[src/rtl/uart_mult_byte_tx_pkg.sv]
// Shared definitions for the multi-byte UART frame transmitter:
// frame header bytes, CRC8 constants, FSM state encoding and a CRC helper.
package uart_mult_byte_tx_pkg;

    localparam logic [7:0] UART_HEAD0 = 8'h55;
    localparam logic [7:0] UART_HEAD1 = 8'hAA;
    localparam logic [7:0] CRC8_POLY  = 8'h07;
    localparam logic [7:0] CRC8_INIT  = 8'h00;

    typedef enum logic [2:0] {
        ST_IDLE    = 3'd0,
        ST_HEAD0   = 3'd1,
        ST_HEAD1   = 3'd2,
        ST_LEN     = 3'd3,
        ST_PAYLOAD = 3'd4,
        ST_CRC     = 3'd5,
        ST_DONE    = 3'd6
    } tx_state_t;

    // One byte of CRC8 (no reflection, no final XOR), folded into a running value
    function automatic logic [7:0] crc8_update(input logic [7:0] crc, input logic [7:0] data);
        logic [7:0] c;
        c = crc ^ data;
        for (int i = 0; i < 8; i++) begin
            if (c[7]) begin
                c = {c[6:0], 1'b0} ^ CRC8_POLY;
            end else begin
                c = {c[6:0], 1'b0};
            end
        end
        return c;
    endfunction

endpackage

[src/rtl/uart_mult_byte_tx_byte.sv]
// Single-byte 8N1 serialiser: start bit, d0..d7 LSB first, stop bit, then an
// optional run of idle-high bit periods. o_done is high during the final cycle
// of the byte so the sequencer can chain the next byte with no dead cycle; a
// start in that cycle takes priority over returning to idle.
module uart_mult_byte_tx_byte #(
    parameter int BPS_CNT  = 434,
    parameter int GAP_BITS = 0
) (
    input  logic       sys_clk,
    input  logic       sys_rst_n,
    input  logic       i_start,
    input  logic [7:0] i_data,
    input  logic       i_gap,
    output logic       o_txd,
    output logic       o_done
);

    localparam int BAUD_W = (BPS_CNT > 1) ? $clog2(BPS_CNT) : 1;

    logic [BAUD_W-1:0] r_baud_cnt;
    logic [7:0]        r_bit_cnt;
    logic [7:0]        r_shift;
    logic              r_busy;
    logic              r_gap;
    logic              r_txd;

    logic              w_baud_end;
    logic [7:0]        w_last_bit;

    assign w_baud_end = (r_baud_cnt == BAUD_W'(BPS_CNT - 1));
    assign w_last_bit = r_gap ? 8'(9 + GAP_BITS) : 8'd9;
    assign o_done     = r_busy & w_baud_end & (r_bit_cnt == w_last_bit);
    assign o_txd      = r_txd;

    // Baud/bit counters and the registered line driver; bit 0 is the start bit,
    // bits 1..8 are data, bit 9 is stop and anything beyond is idle gap
    always_ff @(posedge sys_clk or negedge sys_rst_n) begin
        if (!sys_rst_n) begin
            r_baud_cnt <= '0;
            r_bit_cnt  <= 8'd0;
            r_shift    <= 8'd0;
            r_busy     <= 1'b0;
            r_gap      <= 1'b0;
            r_txd      <= 1'b1;
        end else if (i_start) begin
            r_shift    <= i_data;
            r_gap      <= i_gap;
            r_busy     <= 1'b1;
            r_baud_cnt <= '0;
            r_bit_cnt  <= 8'd0;
            r_txd      <= 1'b0;
        end else if (r_busy) begin
            if (w_baud_end) begin
                r_baud_cnt <= '0;
                if (o_done) begin
                    r_busy    <= 1'b0;
                    r_bit_cnt <= 8'd0;
                    r_txd     <= 1'b1;
                end else begin
                    r_bit_cnt <= r_bit_cnt + 8'd1;
                    if (r_bit_cnt < 8'd8) begin
                        r_txd <= r_shift[r_bit_cnt[2:0]];
                    end else begin
                        r_txd <= 1'b1;
                    end
                end
            end else begin
                r_baud_cnt <= r_baud_cnt + BAUD_W'(1);
            end
        end
    end

endmodule

[src/rtl/uart_mult_byte_tx.sv]
// Multi-byte UART frame transmitter: HEAD0, HEAD1, LEN, payload, CRC8.
// The FSM sequences bytes into the single-byte serialiser, holds a shadow copy
// of the payload taken at start, and folds LEN and payload into the CRC as each
// byte is handed to the serialiser so the CRC is ready when its turn comes.
module uart_mult_byte_tx
    import uart_mult_byte_tx_pkg::*;
#(
    parameter int CLK_FREQ  = 50_000_000,
    parameter int UART_BPS  = 115200,
    parameter int MAX_BYTES = 12,
    parameter int BYTE_GAP  = 0
) (
    input  logic                   sys_clk,
    input  logic                   sys_rst_n,
    input  logic                   tx_start,
    input  logic [7:0]             tx_len,
    input  logic [MAX_BYTES*8-1:0] tx_data,
    output logic                   uart_txd,
    output logic                   tx_busy,
    output logic                   tx_done,
    output logic [7:0]             byte_idx
);

    localparam int BPS_CNT = CLK_FREQ / UART_BPS;

    tx_state_t              r_state;
    tx_state_t              w_next_state;
    logic [MAX_BYTES*8-1:0] r_data;
    logic [7:0]             r_len;
    logic [7:0]             r_pidx;
    logic [7:0]             r_crc;
    logic [7:0]             r_byte_idx;

    logic [7:0]             w_len_clamped;
    logic [7:0]             w_sel_idx;
    logic [7:0]             w_sel_byte;
    logic                   w_load;
    logic [7:0]             w_load_byte;
    logic                   w_gap;
    logic [7:0]             w_next_pidx;
    logic [7:0]             w_crc_next;
    logic                   w_byte_done;
    logic                   w_txd;

    assign w_len_clamped = (tx_len > 8'(MAX_BYTES)) ? 8'(MAX_BYTES) : tx_len;
    assign w_sel_idx     = (r_state == ST_LEN) ? 8'd0 : (r_pidx + 8'd1);

    // Pick the payload byte that will be sent next out of the shadow register
    always_comb begin
        w_sel_byte = 8'h00;
        for (int k = 0; k < MAX_BYTES; k++) begin
            if (w_sel_idx == 8'(k)) begin
                w_sel_byte = r_data[8*k +: 8];
            end
        end
    end

    // Next-state logic: each state is the byte on the line; when it finishes,
    // the following byte is loaded in the same cycle and the CRC advances
    always_comb begin
        w_next_state = r_state;
        w_load       = 1'b0;
        w_load_byte  = 8'h00;
        w_gap        = 1'b1;
        w_next_pidx  = r_pidx;
        w_crc_next   = r_crc;
        case (r_state)
            ST_IDLE: begin
                if (tx_start) begin
                    w_load       = 1'b1;
                    w_load_byte  = UART_HEAD0;
                    w_crc_next   = CRC8_INIT;
                    w_next_state = ST_HEAD0;
                end
            end
            ST_HEAD0: begin
                if (w_byte_done) begin
                    w_load       = 1'b1;
                    w_load_byte  = UART_HEAD1;
                    w_next_state = ST_HEAD1;
                end
            end
            ST_HEAD1: begin
                if (w_byte_done) begin
                    w_load       = 1'b1;
                    w_load_byte  = r_len;
                    w_crc_next   = crc8_update(CRC8_INIT, r_len);
                    w_next_state = ST_LEN;
                end
            end
            ST_LEN: begin
                if (w_byte_done) begin
                    w_load = 1'b1;
                    if (r_len == 8'd0) begin
                        w_load_byte  = r_crc;
                        w_gap        = 1'b0;
                        w_next_state = ST_CRC;
                    end else begin
                        w_load_byte  = w_sel_byte;
                        w_crc_next   = crc8_update(r_crc, w_sel_byte);
                        w_next_pidx  = 8'd0;
                        w_next_state = ST_PAYLOAD;
                    end
                end
            end
            ST_PAYLOAD: begin
                if (w_byte_done) begin
                    w_load = 1'b1;
                    if (r_pidx == (r_len - 8'd1)) begin
                        w_load_byte  = r_crc;
                        w_gap        = 1'b0;
                        w_next_state = ST_CRC;
                    end else begin
                        w_load_byte = w_sel_byte;
                        w_crc_next  = crc8_update(r_crc, w_sel_byte);
                        w_next_pidx = r_pidx + 8'd1;
                    end
                end
            end
            ST_CRC: begin
                if (w_byte_done) begin
                    w_next_state = ST_DONE;
                end
            end
            ST_DONE: begin
                w_next_state = ST_IDLE;
            end
            default: begin
                w_next_state = ST_IDLE;
            end
        endcase
    end

    // State, CRC, payload index and the shadow copy taken only when idle
    always_ff @(posedge sys_clk or negedge sys_rst_n) begin
        if (!sys_rst_n) begin
            r_state    <= ST_IDLE;
            r_data     <= '0;
            r_len      <= 8'd0;
            r_pidx     <= 8'd0;
            r_crc      <= CRC8_INIT;
            r_byte_idx <= 8'd0;
        end else begin
            r_state <= w_next_state;
            r_pidx  <= w_next_pidx;
            r_crc   <= w_crc_next;
            if (r_state == ST_IDLE && tx_start) begin
                r_data <= tx_data;
                r_len  <= w_len_clamped;
            end
            if (r_state == ST_DONE) begin
                r_byte_idx <= 8'd0;
            end else if (w_load) begin
                r_byte_idx <= (r_state == ST_IDLE) ? 8'd0 : (r_byte_idx + 8'd1);
            end
        end
    end

    uart_mult_byte_tx_byte #(
        .BPS_CNT  (BPS_CNT),
        .GAP_BITS (BYTE_GAP)
    ) u_byte_tx (
        .sys_clk   (sys_clk),
        .sys_rst_n (sys_rst_n),
        .i_start   (w_load),
        .i_data    (w_load_byte),
        .i_gap     (w_gap),
        .o_txd     (w_txd),
        .o_done    (w_byte_done)
    );

    assign uart_txd = w_txd;
    assign tx_busy  = (r_state != ST_IDLE) && (r_state != ST_DONE);
    assign tx_done  = (r_state == ST_DONE);
    assign byte_idx = r_byte_idx;

endmodule

[config.mk]
export PLATFORM = sky130hd
export DESIGN_NAME = uart_mult_byte_tx
export DESIGN_NICKNAME = d
export VERILOG_FILES = /design/src/rtl/uart_mult_byte_tx_pkg.sv /design/src/rtl/uart_mult_byte_tx_byte.sv /design/src/rtl/uart_mult_byte_tx.sv
export SDC_FILE = /design/constraint.sdc
export NUM_CORES = 1
export LEC_CHECK = 0
export CAP_MARGIN = 20
export CORE_MARGIN = 2
export CORE_UTILIZATION = 56
export CTS_CLUSTER_SIZE = 10
export DETAILED_ROUTE_END_ITERATION = 12
export GPL_ROUTABILITY_DRIVEN = 0
export PLACE_DENSITY_LB_ADDON = 0.2
export SKIP_LAST_GASP = 1
export SLEW_MARGIN = 20
export SYNTH_ARGS = -nofsm -noshare
export SYNTH_HDL_FRONTEND = slang
export SYNTH_SLANG_ARGS = --single-unit
[constraint.sdc]
create_clock -name sys_clk -period 5 [get_ports sys_clk]
set_input_delay 1.5 -clock sys_clk [delete_from_list [all_inputs] [get_ports sys_clk]]
set_output_delay 1.5 -clock sys_clk [all_outputs]
set_load 0.05 [all_outputs]
==> results.md, run 1 <==
- The placeable core region is 15800 µm².
- The maximum root-to-sink buffer count is 2.
- The tree is rooted in a clkbuf_16.
- Setup slack on the worst reg-to-reg path comes out at 0.68 ns.
- The shortest period the worst path allows is 4.32 ns.
- The number of synthesized flops with an enable pin is 0.
- The number of setup buffers added after CTS is 0.
- The placed instance count is 1364.
- Ranked by total cell area, the synthesized netlist is headed by dfrtp_1 43%, nand2_1 15%, o21ai_0 3.1%.
- The highest-delay cell along the critical path is dfrtp_1.
- The path class of the tightest hold or removal check is flip-flop to flip-flop.
- The worst setup path is launched from a flip-flop.
- The number of buffers added on ports is 117.
- The detailed-router iteration count before antenna repair is 6.
- The post-synthesis to final-layout area growth is 20.5%.
- The post-route antenna net violation count is 0.
- Data on the critical path is required at its endpoint by 5.32 ns.
- CTS saw 158 sinks.
- The critical path class is flip-flop to flip-flop.
- The total CTS buffers is 17.
- Measured along the x axis, the die boundary spans 131 µm.
- The accumulated negative setup slack is 0 ns.
- Setup repair after global routing left no endpoint under its margin.
- During synthesis, Yosys emitted a total of 0 warnings.
- The half-perimeter wire length after detailed placement is 17.3 mm.
- The synthesized design devotes to its leading area cell type 43.3% of total area.
- The max-slew violation count is 0.
- The signal on the critical path passes through ha_1, buf_4, inv_1, nor2_1, nand2_1, nor3_2, nand2_1, and3_1, a211oi_2, o211ai_2, xnor3_1, xnor2_1, o311ai_1.
- In this run the worst path has a maximum fanout of 17.
- The portion of the post-synthesis area used by sequential elements is 43.6%.
- The number of resized instances in the post-cts repair step is 0.
- For this run, the leading register cell type out of synthesis is dfrtp_1.
- The H-tree was split into 4 levels.
- The number of antenna violations at the first check in global routing is 0.
- The netlist area before placement is 9060 µm².
- The most numerous cell type found on the critical path is nand2_1.
- The fraction of layout cells with a size suffix above 1 is 6.69%.
- The clock-pin slew on the worst setup and hold paths is 0.07 ns.
- The static leakage is 4.92 nW.
- The first global-routing pass estimated 39.9 mm of wire.
- After detailed routing, the average wire length per cell comes to 17.5 µm.
- The number of global-route vias before repair is 7761.
- The count of antenna diodes in the layout is 0.
- The height of the chip is 131 µm.
- The async set or reset register ratio after synthesis is 100%.
- In the routed layout, each cell is associated on average with a via count of 5.91.
- Overall power consumption after layout is estimated at 5.10 mW.
- nand2_1 is the most common cell in the netlist.
- The clock latency on the worst-skew pair is 0.44 ns.
- The total I/O pin count is 118.
- The kind of end point of the critical path is a flip-flop.
- The biggest area contributor in the post-synthesis netlist is dfrtp_1.
- The clock skew is 0.00837 ns.
- The tool flagged a number of max-cap violations equal to 0.
- IR analysis of the VDD net gives a maximum drop of 0.366 mV.
- Data arrives at the worst endpoint at 4.65 ns.
- The final number of hold-violating endpoints is 0.
- The largest incremental delay on the critical path is 0.47 ns.
- Static timing analysis puts the maximum clock frequency at 231 MHz.
- The distinct cell type count after synthesis is 84.
- The die outline area is 17200 µm².
- The number of nets handed over by synthesis was 1206.
- The utilization after layout is 69.0%.
- The worst hold margin is 0.481 ns.
- The post-synthesis instance total is 1083.
- The number of standard cells in the layout, taps in and fillers out is 1396.
- The run finished with clean final reports.
- The areal power density over the cells is 467 nW/µm².
- Detailed routing inserted a total of 8250 vias.
- The total grt overflow is 0.
- At the end of the flow, the number of nets in the layout was 1290.
- The worst relative slew slack is 36.2%.
- After synthesis, the mean cell area works out to 8.37 µm².
- The final worst-path cycle share is 86.5%.
- For this design, the CTS-stage hold fixing added 0 buffers.
- The commonest cells after synthesis are 360 x nand2_1, 157 x dfrtp_1, 66 x nor2_1.
- The overall routed net length is 24.4 mm.
- The initial core utilization is 57.3%.
- Synthesis inferred 158 register bits.
- Entering global routing, the biggest net connects 96 pins.
- The measured slew at the worst slew-check pin is 0.957 ns.
- The first routing iteration left 871 violations.
- After detailed routing, the number of remaining DRC violations is 0.
- Setup violations remaining at the end of the flow were counted as 0.
- The row count is 46.
- TritonCTS built the clock tree.
- The global-route usage over all layers is 28.7%.
==> cell families (layout without fill, tap and decap cells) <==
family / Yosys count / after routing / share of synthesized area, %
buf+inv: 79 / 176 / 3.67
xor+xnor: 61 / 61 / 6.60
mux: 9 / 9 / 1.30
fa+ha+maj: 16 / 16 / 2.21
compound gates: 211 / 211 / 16.3
flops: 158 / 158 / 43.6
simple gates: 549 / 549 / 26.3
==> report_power, final <==
group | internal [mW] | total (mW) | switching (mW)
clock network | 0.730 | 1.30 | 0.575
registers | 1.72 | 2.17 | 0.445
logic | 0.722 | 1.63 | 0.909
total | 3.18 | 5.10 | 1.93
==> worst paths after layout <==
path	start	end	cells after the start
hold / removal	u_byte_tx.r_shift[3]	u_byte_tx.r_shift[3]	2
max in group asynchronous	sys_rst_n	r_data[62]	2
setup reg to reg	r_pidx[1]	r_crc[2]	13
setup / recovery	r_pidx[1]	r_crc[2]	13
min in group asynchronous	sys_rst_n	r_pidx[4]	1
hold reg to reg	u_byte_tx.r_shift[3]	u_byte_tx.r_shift[3]	2
==> worst max-delay path, delay by kind of cell (launching register included) <==
family | cells | cell delay, ns
buf+inv | 2 | 0.49
simple gates | 5 | 1.69
xor+xnor | 2 | 0.55
fa+ha+maj | 1 | 0.32
compound gates | 3 | 0.69
flops | 1 | 0.47
==> placed cells by master, fill, tap and decap left out, types with 5 or more instances in the layout <==
master / netlist / routed
nand2_1: 360 / 359
dfrtp_1: 157 / 157
clkdlybuf4s50_1: 0 / 116
nor2_1: 66 / 66
o21ai_0: 57 / 57
a21oi_1: 47 / 47
xnor2_1: 32 / 32
xor2_1: 23 / 23
nand3_1: 21 / 21
nor3_1: 20 / 20
clkbuf_16: 0 / 17
inv_1: 16 / 16
ha_1: 16 / 16
a221oi_1: 12 / 12
and3_1: 11 / 11
nand4_1: 11 / 11
nand2b_1: 10 / 10
buf_4: 0 / 9
or3_1: 8 / 8
nor3_2: 8 / 8
a31oi_1: 8 / 8
o31ai_1: 8 / 8
a22oi_1: 8 / 8
o221ai_1: 8 / 8
and2_1: 7 / 6
a211oi_1: 6 / 6
o21ai_1: 5 / 5
mux2i_1: 5 / 5
inv_6: 0 / 5
==> per-layer routing <==
metal  vias to the layer above  part of all wire, %  wire length [µm]  global-route usage (%)
met3                        72                  6.9              1680                    5.40
met4                         0                  3.1               762                    10.7
met2                       371                   47             11500                    45.5
met1                      3932                   43             10400                    39.3
li1                       3875                    -                 -                       -
met5                         -                    0                 0                       0
==> stage by stage <==
stage / worst slack [ns] / cell area (µm²)
2_1_floorplan: 1.49 / 9060
3_3_place_gp: 0.959 / 10300
3_5_place_dp: 0.808 / 10300
4_1_cts: 0.776 / 10900
5_1_grt: 0.426 / 10900
6_report: 0.677 / 10900
==> sequential cells by signal, summed over array words and instances, names as in the netlist <==
name                  count
r_data                   96
u_byte_tx.r_baud_cnt      9
byte_idx                  8
r_crc                     8
r_len                     8
r_pidx                    8
u_byte_tx.r_bit_cnt       8
u_byte_tx.r_shift         8
r_state                   3
u_byte_tx.o_txd           1
u_byte_tx.r_busy          1
==> area by class of cell <==
cell class,instances,area (µm²)
clock buffers,19,453
clock inverters,13,139
fillers,1277,4910
well taps,216,270
multi-input cells,846,4780
inverters,17,63.8
flip-flops and latches,158,3960
repair buffers,127,1260
Power figures use the tool's default switching activity.
==> run 2, diff against run 1 <==
Settings changed: PLACE_DENSITY set to 0.81, PLACE_DENSITY_LB_ADDON 0.2 to unset.
==> run 2 against run 1 <==
Core utilization down 0.23 points. Clock skew up 0.0011 ns. Critical path depth up 1. Sequential share of layout area up 0.12 points. Highest routed layer unchanged.
==> results.md, run 2 (synthesized netlist as in run 1, its figures left out) <==
- The run finished with clean final reports.
- The largest fanout on the critical path is 17.
- The number of hold buffers added after CTS is 0.
- Combinational logic is responsible for 32.3% of the overall power.
- The proportion of power drawn by the clock network is 25.0%.
- Across the run, the number of max-cap violations was 0.
- The total internal power is 3.15 mW.
- The worst relative slew slack is 33.5%.
- Wires add up to 24.4 mm.
- The measured slew at the worst slew-check pin is 0.998 ns.
- The total I/O pin count is 118.
- The startpoint class of the critical path is a flip-flop.
- The most used cell along the critical path is nand2_1.
- IR analysis of the VDD net gives a maximum drop of 0.367 mV.
- The initial core utilization is 57.3%.
- The number of vias after detailed routing is 8354.
- The die is 131 µm tall.
- Post-CTS repair changed the size of 0 cells.
- For this run the aggregate overflow at the end of global routing stands at 0.
- For this design the static power due to leakage is 4.90 nW.
- The most common cell after layout, fill and taps aside is nand2_1.
- The endpoint identified for the worst register-to-register timing path is r_crc[2].
- The switching portion of total power is 37.7%.
- The row count is 46.
- For this run, global-route usage on met3 was measured as 5.94%.
- The maximum root-to-sink buffer count is 2.
- The vias per cell is 5.99.
- r_data holds more flip-flops than any other register.
- The buffer cell driving the clock tree root is clkbuf_16.
- The depth of the worst register-to-register path is 14.
- The endpoint of the most critical setup path is r_crc[2].
- The clock-pin slew on the worst setup and hold paths is 0.06 ns.
- The count of antenna diodes in the layout is 0.
- Detailed placement finished with a half-perimeter wire length of 17.4 mm.
- The final number of hold-violating endpoints came to 0.
- The global-route met1 utilization is 39.0%.
- The minimum setup slack after placement is 0.674 ns.
- The shortest period the worst path allows is 4.51 ns.
- The clock sink count is 158.
- Dividing total power by cell area gives a power density of 465 nW/µm².
- The cell count of the worst hold path is 2.
- The utilization after layout is 68.8%.
- The post-placement cell area is 10300 µm².
- The sequential cell fraction of total power is 42.8%.
- The final number of setup-violating endpoints is 0.
- The accumulated negative setup slack is 0 ns.
- Setup repair after global routing left no endpoint under its margin.
- Measured along the x axis, the die boundary spans 131 µm.
- The die outline area is 17200 µm².
- The net count of the finished layout is 1288.
- The number of global-route vias before repair is 7947.
- Traced cell by cell, the critical path runs through ha_1, buf_4, inv_1, nor2_1, nand2_1, nor3_2, nand2_1, and3_1, a211oi_2, o211ai_2, xnor3_1, xnor2_1, nand3_1, o311ai_1.
- In this run the critical register-to-register path is launched from r_pidx[1].
- Setup slack closes at 0.486 ns.
- In this run the standard cell core region covers 15800 µm².
- The number of antenna violations at the first check in global routing is 0.
- The number of setup buffers added after CTS is 0.
- The highest-delay cell along the critical path is nor2_1.
- The final worst-path cycle share is 90.3%.
- Counting both buffers and inverters, the worst setup path holds a total of 2.
- The CTS tree is built.
- The setup check on the worst reg-to-reg path leaves a slack of 0.49 ns.
- The fraction of layout cells with a size suffix above 1 is 6.54%.
- The clock latency on the worst-skew pair is 0.43 ns.
- Data on the critical path is required at its endpoint by 5.32 ns.
- The total DRC errors in the routed layout is 0.
- The cell family contributing the most delay on the critical path is simple AND/OR/NAND/NOR gates.
- The detailed-router iteration count before antenna repair is 6.
- The most critical setup path has its startpoint at r_pidx[1].
- After global routing, the most crowded layer is met2.
- The total CTS buffers is 17.
- For the worst setup path, the data arrival time is 4.84 ns.
- In the layout the commonest cells are 359 x nand2_1, 157 x dfrtp_1, 116 x clkdlybuf4s50_1.
- The power spent charging and discharging nets is 1.91 mW.
- The max-slew violation count is 0.
- The count of buffers added on input and output ports is 117.
- The type of the tightest min-delay check is flip-flop to flip-flop.
- The maximum number of pins on one net before global-route repair is 98.
- Total power for the finished layout comes to 5.06 mW.
- The post-synthesis to final-layout area growth is 20.1%.
- Once detail routing completed, the nets flagged for antenna violations numbered 0.
- After routing the design area is 10900 µm².
- The critical path class is flip-flop to flip-flop.
- In the final layout, the registers with the most flip-flops are r_data x96, u_byte_tx.r_baud_cnt x9.
- Derived from the worst setup path, the maximum achievable clock frequency is 222 MHz.
- The flip-flop count of the largest register, all copies and words added is 96.
- Dividing the detail-routed wire length by the instance count gives 17.5 µm.
- The clock skew is 0.00951 ns.
- The H-tree depth is 4.
- Global routing consumed, over all layers together, 29.0% of the routing resources.
- The kind of end point of the critical path is a flip-flop.
- The number of logic stages on the critical path including buffering is 14.
- The first-pass GRT wire length is 40.1 mm.
- The detailed router finished its first iteration with 878 violations.
- Global routing used 45.9% of the available met2 tracks.
- The largest single stage delay on the critical path is 0.52 ns.
==> run 2: how the worst min path moves through the flow <==
stage          slack [ns]  startpoint          to
3_5_place_dp         0.46  r_data[54]  r_data[54]
5_1_grt              0.49  r_data[54]  r_data[54]
4_1_cts              0.48  r_data[54]  r_data[54]
3_3_place_gp         0.46  r_data[48]  r_data[48]
6_report             0.47  r_data[54]  r_data[54]
2_1_floorplan        0.44  r_data[38]  r_data[38]
==> run 2: per-stage QoR <==
stage	hold slack, ns	std cells
after CTS	0.476	1394
final	0.467	1394
after global routing	0.494	1394
after floorplan	0.437	1083
after global placement	0.456	1362
after detailed placement	0.461	1362
==> run 2: cell type report <==
| cell class | count | area, µm² |
|---|---|---|
| multi-input cells | 846 | 4780 |
| clock buffers | 18 | 439 |
| flip-flops and latches | 158 | 3960 |
| fillers | 1273 | 4940 |
| well taps | 216 | 270 |
| inverters | 17 | 63.8 |
| repair buffers | 125 | 1240 |
| clock inverters | 14 | 131 |
==> run 2: power groups by stage <==
stage	Clock (mW)	Sequential [mW]	Combinational [mW]
finish	1.26	2.16	1.63
global route	1.33	2.21	1.83
CTS	1.28	2.14	1.63
detailed placement	0	2.16	1.61
global placement	0	2.16	1.56
floorplan	0	1.96	1.26
==> run 2: tightest hold or removal path, stage by stage (launching register included) <==
cell     delay [ns]
dfrtp_1        0.34
nand2_1        0.05
nand2_1        0.05
==> run 2: routing by layer <==
metal | share of wire, % | up-vias
met2 | 46 | 452
li1 | - | 3875
met4 | 3.9 | 0
met1 | 42 | 3928
met3 | 7.9 | 99
met5 | 0 | -
